File: src/rtl/rv32.sv
// Shared RV32 datapath types: XLEN word, register index, writeback arbiter state.
// Pure type/constant package; no logic, no latency, no flow control.
package rv32;

  localparam int XLEN           = 32;
  localparam int REG_ADDR_WIDTH = 5;

  typedef logic [XLEN-1:0]           word;
  typedef logic [REG_ADDR_WIDTH-1:0] reg_addr_t;

  typedef enum logic {
    LD_FIRST = 1'b0,
    EX_FIRST = 1'b1
  } wb_arb_state_t;

endpackage

File: src/rtl/rf_wb_arbiter.sv
// Writeback arbiter: execute and load requests onto one register-file write port, 1-cycle registered latency.
// Backpressure: combinational ready; losing requester holds, execute promoted after STARVE_LIMIT consecutive losses.
module rf_wb_arbiter
  import rv32::*;
#(
  parameter int STARVE_LIMIT = 4
) (
  input  logic      clk,
  input  logic      rst,
  input  logic      ex_valid,
  output logic      ex_ready,
  input  reg_addr_t ex_rd,
  input  word       ex_data,
  input  logic      ld_valid,
  output logic      ld_ready,
  input  reg_addr_t ld_rd,
  input  word       ld_data,
  output logic      rf_we,
  output reg_addr_t rf_waddr,
  output word       rf_wdata,
  output logic      ex_promoted
);

  localparam int            CW    = $clog2(STARVE_LIMIT + 1);
  localparam logic [CW-1:0] LIMIT = CW'(STARVE_LIMIT);

  wb_arb_state_t state;
  logic [CW-1:0] starve_cnt;
  logic [CW-1:0] starve_cnt_nxt;

  logic ex_cont;
  logic ld_cont;
  logic ex_grant;
  logic ld_grant;

  // Writes to x0 are absorbed here and never compete for the write port.
  always_comb begin
    ex_cont  = ex_valid && (ex_rd != '0);
    ld_cont  = ld_valid && (ld_rd != '0);
    ex_grant = !rst && ex_cont && (!ld_cont || (state == EX_FIRST));
    ld_grant = !rst && ld_cont && (!ex_cont || (state == LD_FIRST));
    ex_ready = !rst && ex_valid && ((ex_rd == '0) || ex_grant);
    ld_ready = !rst && ld_valid && ((ld_rd == '0) || ld_grant);

    starve_cnt_nxt = '0;
    if (ex_cont && !ex_grant) begin
      starve_cnt_nxt = (starve_cnt == LIMIT) ? starve_cnt : starve_cnt + 1'b1;
    end
  end

  always_ff @(posedge clk) begin
    if (rst) begin
      state      <= LD_FIRST;
      starve_cnt <= '0;
    end else begin
      starve_cnt <= starve_cnt_nxt;
      case (state)
        LD_FIRST: if (starve_cnt_nxt == LIMIT) state <= EX_FIRST;
        EX_FIRST: if (!ex_valid || ex_ready)   state <= LD_FIRST;
        default:                               state <= LD_FIRST;
      endcase
    end
  end

  // Address/data hold their last value when no write is issued.
  always_ff @(posedge clk) begin
    if (rst) begin
      rf_we    <= 1'b0;
      rf_waddr <= '0;
      rf_wdata <= '0;
    end else if (ex_grant) begin
      rf_we    <= 1'b1;
      rf_waddr <= ex_rd;
      rf_wdata <= ex_data;
    end else if (ld_grant) begin
      rf_we    <= 1'b1;
      rf_waddr <= ld_rd;
      rf_wdata <= ld_data;
    end else begin
      rf_we    <= 1'b0;
    end
  end

  assign ex_promoted = (state == EX_FIRST);

endmodule

File: config.mk
export PLATFORM = sky130hd
export DESIGN_NAME = rf_wb_arbiter
export DESIGN_NICKNAME = d
export VERILOG_FILES = /design/src/rtl/rv32.sv /design/src/rtl/rf_wb_arbiter.sv
export SDC_FILE = /design/constraint.sdc
export NUM_CORES = 1
export LEC_CHECK = 0
export ABC_AREA = 1
export BUFFER_PORTS_ARGS = -buffer_cell sky130_fd_sc_hd__buf_4
export CAP_MARGIN = 40
export CORE_ASPECT_RATIO = 0.75
export CORE_MARGIN = 3
export CORE_UTILIZATION = 45
export CTS_BUF_LIST = sky130_fd_sc_hd__clkbuf_16
export DETAILED_ROUTE_END_ITERATION = 10
export GPL_ROUTABILITY_DRIVEN = 0
export PLACE_DENSITY = 0.79
export SLEW_MARGIN = 20
export SYNTH_ARGS = -nofsm -noshare
export SYNTH_HDL_FRONTEND = slang
export SYNTH_SLANG_ARGS = --single-unit
File: constraint.sdc
create_clock -name clk -period 1.3 [get_ports clk]
set_input_delay 0.065 -clock clk [delete_from_list [all_inputs] [get_ports clk]]
set_output_delay 0.065 -clock clk [all_outputs]
set_load 0.05 [all_outputs]
# Word-level counts from Yosys, hierarchy flattened
# Cells that the tools add are included.
dict set report totals {
  romBits 0
  latchBits 0
  n_memories 0
  ram_bits 0
  ff_bits 42
  word_cells 46
}
dict set report op_classes {
  eq_ne 2
  n_mux 11
  addsub 1
  n_reduce_logical 26
  order_cmp 0
  mul 0
  n_div 0
  bitwise 1
  shift 0
}
# operator count
set op_table {}
lappend op_table {{$mux W32} 2}
lappend op_table {{$logic_and A1 B1 Y1} 11}
lappend op_table {{$logic_not A5 Y1} 2}
lappend op_table {{$mux W5} 2}
lappend op_table {{$reduce_bool A5 Y1} 2}
lappend op_table {{$eq A3 B3 Y1 const B} 2}
lappend op_table {{$mux W3} 2}
lappend op_table {{$logic_not A1 Y1} 5}
lappend op_table {{$logic_or A1 B1 Y1} 5}
lappend op_table {{$mux W1} 4}
lappend op_table {{$add A3 B1 Y3 const B} 1}
lappend op_table {{$pmux W1 S2} 1}
lappend op_table {{$reduce_bool A2 Y1} 1}
lappend op_table {{$not A1 Y1} 1}

# Depth between registers and ports, before layout
dict set report depth {
  word_depth 11
  depth_mapped 11
  mapped_depth_nobuf 10
}

# Worst setup path before layout
# OpenSTA, ideal clock, no wires.
dict set report synth_timing {
  path_kind {register to register}
  from {register state (netlist: ex_promoted)}
  to {register rf_wdata[11]}
  stages_incl_launch_ff 9
  synth_period_minus_slack_ps 1577
  arrival_time_ps 1445
  required_ps 1168
  slack_ps -277
  setup_ps 132
  path_cell_list {dfxtp_1 inv_1 nand3_2 inv_1 nor2_4 buf_6 nand2_1 nand2_1 a21oi_2}
}
dict set report synth_via {
  elab_chain_len 4
}
# element line_no
set synth_rtl {}
lappend synth_rtl {{from (decl)} rf_wb_arbiter.sv:27} ;# wb_arb_state_t state;
lappend synth_rtl {{from (signal assigned)} rf_wb_arbiter.sv:53} ;# state <= LD_FIRST;
lappend synth_rtl {{from (signal assigned)} rf_wb_arbiter.sv:58} ;# LD_FIRST: if (starve_cnt_nxt == LIMIT) state <= EX_FIRST;
lappend synth_rtl {{from (signal assigned)} rf_wb_arbiter.sv:59} ;# EX_FIRST: if (!ex_valid || ex_ready) state <= LD_FIRST;
lappend synth_rtl {{$not A1 Y1} -}
lappend synth_rtl {{$logic_or A1 B1 Y1} rf_wb_arbiter.sv:41} ;# ld_grant = !rst && ld_cont && (!ex_cont || (state == LD_FIRST));
lappend synth_rtl {{$logic_and A1 B1 Y1} rf_wb_arbiter.sv:41}
lappend synth_rtl {{$reduce_bool A2 Y1 (no source line)} -}
lappend synth_rtl {{to (signal assigned)} rf_wb_arbiter.sv:74} ;# rf_wdata <= ex_data;
lappend synth_rtl {{to (signal assigned)} rf_wb_arbiter.sv:78} ;# rf_wdata <= ld_data;
lappend synth_rtl {{to (decl)} rf_wb_arbiter.sv:20} ;# output word rf_wdata,
# Parallel ways exist; a longest one is shown, timed or not.
# A chain may end at the register's enable or synchronous reset.

# Worst setup path in the final report
dict set report layout_timing {
  from {register state (netlist: ex_promoted)}
  to {output ld_ready}
}
dict set report layout_via {
  elab_chain_len 5
}
# element line_no
set layout_rtl {}
lappend layout_rtl {{$not A1 Y1} -}
lappend layout_rtl {{$logic_or A1 B1 Y1} rf_wb_arbiter.sv:41}
lappend layout_rtl {{$logic_and A1 B1 Y1} rf_wb_arbiter.sv:41}
lappend layout_rtl {{$logic_or A1 B1 Y1} rf_wb_arbiter.sv:43} ;# ld_ready = !rst && ld_valid && ((ld_rd == '0) || ld_grant);
lappend layout_rtl {{$logic_and A1 B1 Y1} rf_wb_arbiter.sv:43}
lappend layout_rtl {{to (decl)} rf_wb_arbiter.sv:15} ;# output logic ld_ready,
# Every way passes these cells.

==> reports/qor.csv <==
stage;metric;value;unit
layout;drive_gt1_frac;0.3808;
timing;rsz0062_at_grt;true;
routing;drt_iter0_drc;80;
timing;fmax;762.6;MHz
cts;clock-root-buffer;clkbuf_16;
job;cap_violations;0;
floorplanning;initial_utilization;0.4911;
timing;relSlewSlack;0.7580;
timing;hold_ws;116.2;ps
floorplanning;num_rows;21;
layout;design_area;3602;um2
setup_path;worstSetupStartpointType;flop;
min_path;hp-class;input pin to flop;
layout;fillers;367;
routing;post_drt_via_cell_ratio;4.882;
power_and_ir_drop;ir_worst_vdd;0.7512;mV
global_route;grt_max_degree;40;
timing;post-route-period-util;1.009;
routing;vias;2612;
setup_path;r2r_slack;10;ps
timing;drv_slew;0;
setup_path;crit_path_start;ex_promoted;
routing;wl_per_cell;12.47;um
cts;cts_buffer_depth;2;
place;io_buffers;118;
place;placed_cell_area;3268;um2
logic_synthesis;synth_cells;357;
logic_synthesis;synth_area_per_cell;6.470;um2
logic_synthesis;synth_compound_area_frac;0.1414;
global_route;antenna_found_initial;0;
run_status;status;complete, but fails checks;
timing;tightest_slew;362.5;ps
logic_synthesis;yosysUniqueCellTypes;21;
timing;fin_skew;4.091;ps
logic_synthesis;synthSimpleGateAreaFrac;0.2860;
setup_path;path_max_fanout;4;
global_route;overflow;0;
setup_path;crit_required;1240;ps
layout;n_antenna_cell;0;
global_route;grt_pass1_wl;9.894;mm
logic_synthesis;synthMuxAreaShare;0;
place;dp_cells;522;
setup_path;r2r-start;ex_promoted;
logic_synthesis;syn-num-nets;437;
layout;most-common-layout-cells;buf_4, nand2_1, inv_1;
cts;clkTransAtPathRegs;60;ps
routing;drt-pass1-iter-count;4;
cts;clk-insertion-delay-late;280;ps
layout;fin_cells;535;
layout;regArea;844.6;um2
routing;totalWireLength;6.671;mm
floorplanning;die_y;68.05;um
floorplanning;die_w;88.73;um
cts;clkSinkCount;42;
floorplanning;fp.dieArea;6037;um2
layout;multi_input_area;1144;um2
setup_path;r2r_cells;9;
global_route;grtUsageTotal;0.2088;
logic_synthesis;synth_area_leaders;dfxtp_1, nand2_1, inv_1;
setup_path;critPathKind;flop to output port;
setup_path;r2r-end;rf_wdata[10];
floorplanning;io_pins;119;
logic_synthesis;yosysWarnings;0;
floorplanning;core-area;4703;um2
routing;drtAntennaViolNets;0;
run_status;violations;setup timing;
layout;fin_nets;557;
logic_synthesis;yosysTopAreaCellShare;0.3640;
logic_synthesis;yosysTopAreaCell;dfxtp_1;
logic_synthesis;synth_top_family_by_area;simple AND/OR/NAND/NOR gates;
logic_synthesis;ys_ff_latch;42;
logic_synthesis;synth-xor-area-share;0.007584;
timing;timing.final.ws_setup;-11.26;ps
cts;htree_levels;2;
setup_path;cp_data_arrival_time;1250;ps
timing;hold_violations;0;
timing;setup_viol;1;
global_route;grt_pass1_vias;2278;
setup_path;endpoint_kind;output port;
setup_path;cp-endpoint;ld_ready;
power_and_ir_drop;power;3.672;mW
logic_synthesis;synth_area;2310;um2
routing;drc;0;
layout;syn2layout_area_growth;55.96;%
layout;post-route-util;0.7659;
power_and_ir_drop;pwr_density_cell;1019;nW/um2
power_and_ir_drop;leakage;1.890;nW
place;hpwl;4.752;mm
layout;final_common_cell;buf_4;
logic_synthesis;synth_fa_ha_area_frac;0.01083;
logic_synthesis;ys_seq_area_frac;0.3640;
cts;cts_tree;yes;
cts;numCtsBuffers;5;
timing;fin_crit;1311;ps
==> worst min path at each step <==
stage / from / endpoint / depth (start not counted)
floorplan: ld_rd[0] / rf_waddr[0] / 4
global placement: ld_data[2] / rf_wdata[2] / 5
detailed placement: ld_data[1] / rf_wdata[1] / 5
CTS: ld_data[1] / rf_wdata[1] / 5
global route: ld_data[0] / rf_wdata[0] / 5
finish: ld_data[0] / rf_wdata[0] / 5
==> cell usage after synthesis, drive strengths merged <==
master and count:
nand2 85, clkbuf 4, nand3b 1, inv 76, ha 2, dfxtp 42
a21oi 38, o21ai 25, nand3 54, buf 18, xor2 2, nor2 9
nor3 1
==> layout make-up <==
type | instances | area share
inverters | 76 | 0.08024
multi-input cells | 217 | 0.3175
clock buffers | 5 | 0.03473
well taps | 57 | 0.01980
repair buffers | 135 | 0.3091
clock inverters | 3 | 0.004168
flip-flops and latches | 42 | 0.2345
==> routing by layer <==
layer | vias to the layer above | wire length (um) | GRT usage
met1 | 1166 | 2872 | 0.2728
met5 | - | 0 | 0
met2 | 102 | 3119 | 0.3417
met3 | 6 | 606 | 0.05776
met4 | 0 | 73 | 0.05283
li1 | 1338 | - | -
==> critical path, stage by stage, from the launching register on <==
cell and delay [ps]:
dfxtp_4 360, nand2_2 50, inv_2 40, nand2_2 60, nand2_4 90, nand2_2 60
nand2_2 80, clkinvlp_4 90, buf_8 150
==> power by group <==
group	internal (mW)	switching, mW	leakage, nW	total, mW
Clock	0.701	0.477	0.0716	1.18
Sequential	1.37	0.0484	0.346	1.42
Combinational	0.435	0.639	1.47	1.07
Total	2.51	1.16	1.89	3.67
==> repair_timing <==
action,4_1_cts,5_1_grt
pin swaps,4,10
hold buffers,0,0
setup endpoints to repair,14,40
gates resized for setup,12,24
buffers inserted,4,0
gates cloned,0,2
==> per-stage QoR <==
| step | TNS [ps] | setup slack [ps] |
|---|---|---|
| after global routing | -1663 | -86.84 |
| after CTS | -77.29 | -40.37 |
| after detailed placement | -592.3 | -83.13 |
| final | -11.26 | -11.26 |
| after global placement | 0 | 16.21 |
| after floorplan | -31.63 | -31.63 |
==> flip-flops by register name, summed over array words and instances (netlist names) <==
| register | cells |
|---|---|
| ex_promoted | 1 |
| rf_waddr | 5 |
| starve_cnt | 3 |
| rf_wdata | 32 |
| rf_we | 1 |
==> cells by family after synthesis <==
kind of cell / Yosys count
AOI/OAI and AO/OA: 63
xor gates and xnor gates: 2
adders and majority gates: 2
buffers and inverters: 98
DFF: 42
and+or+nand+nor: 150
No activity file was read; power rests on OpenSTA's default activity.
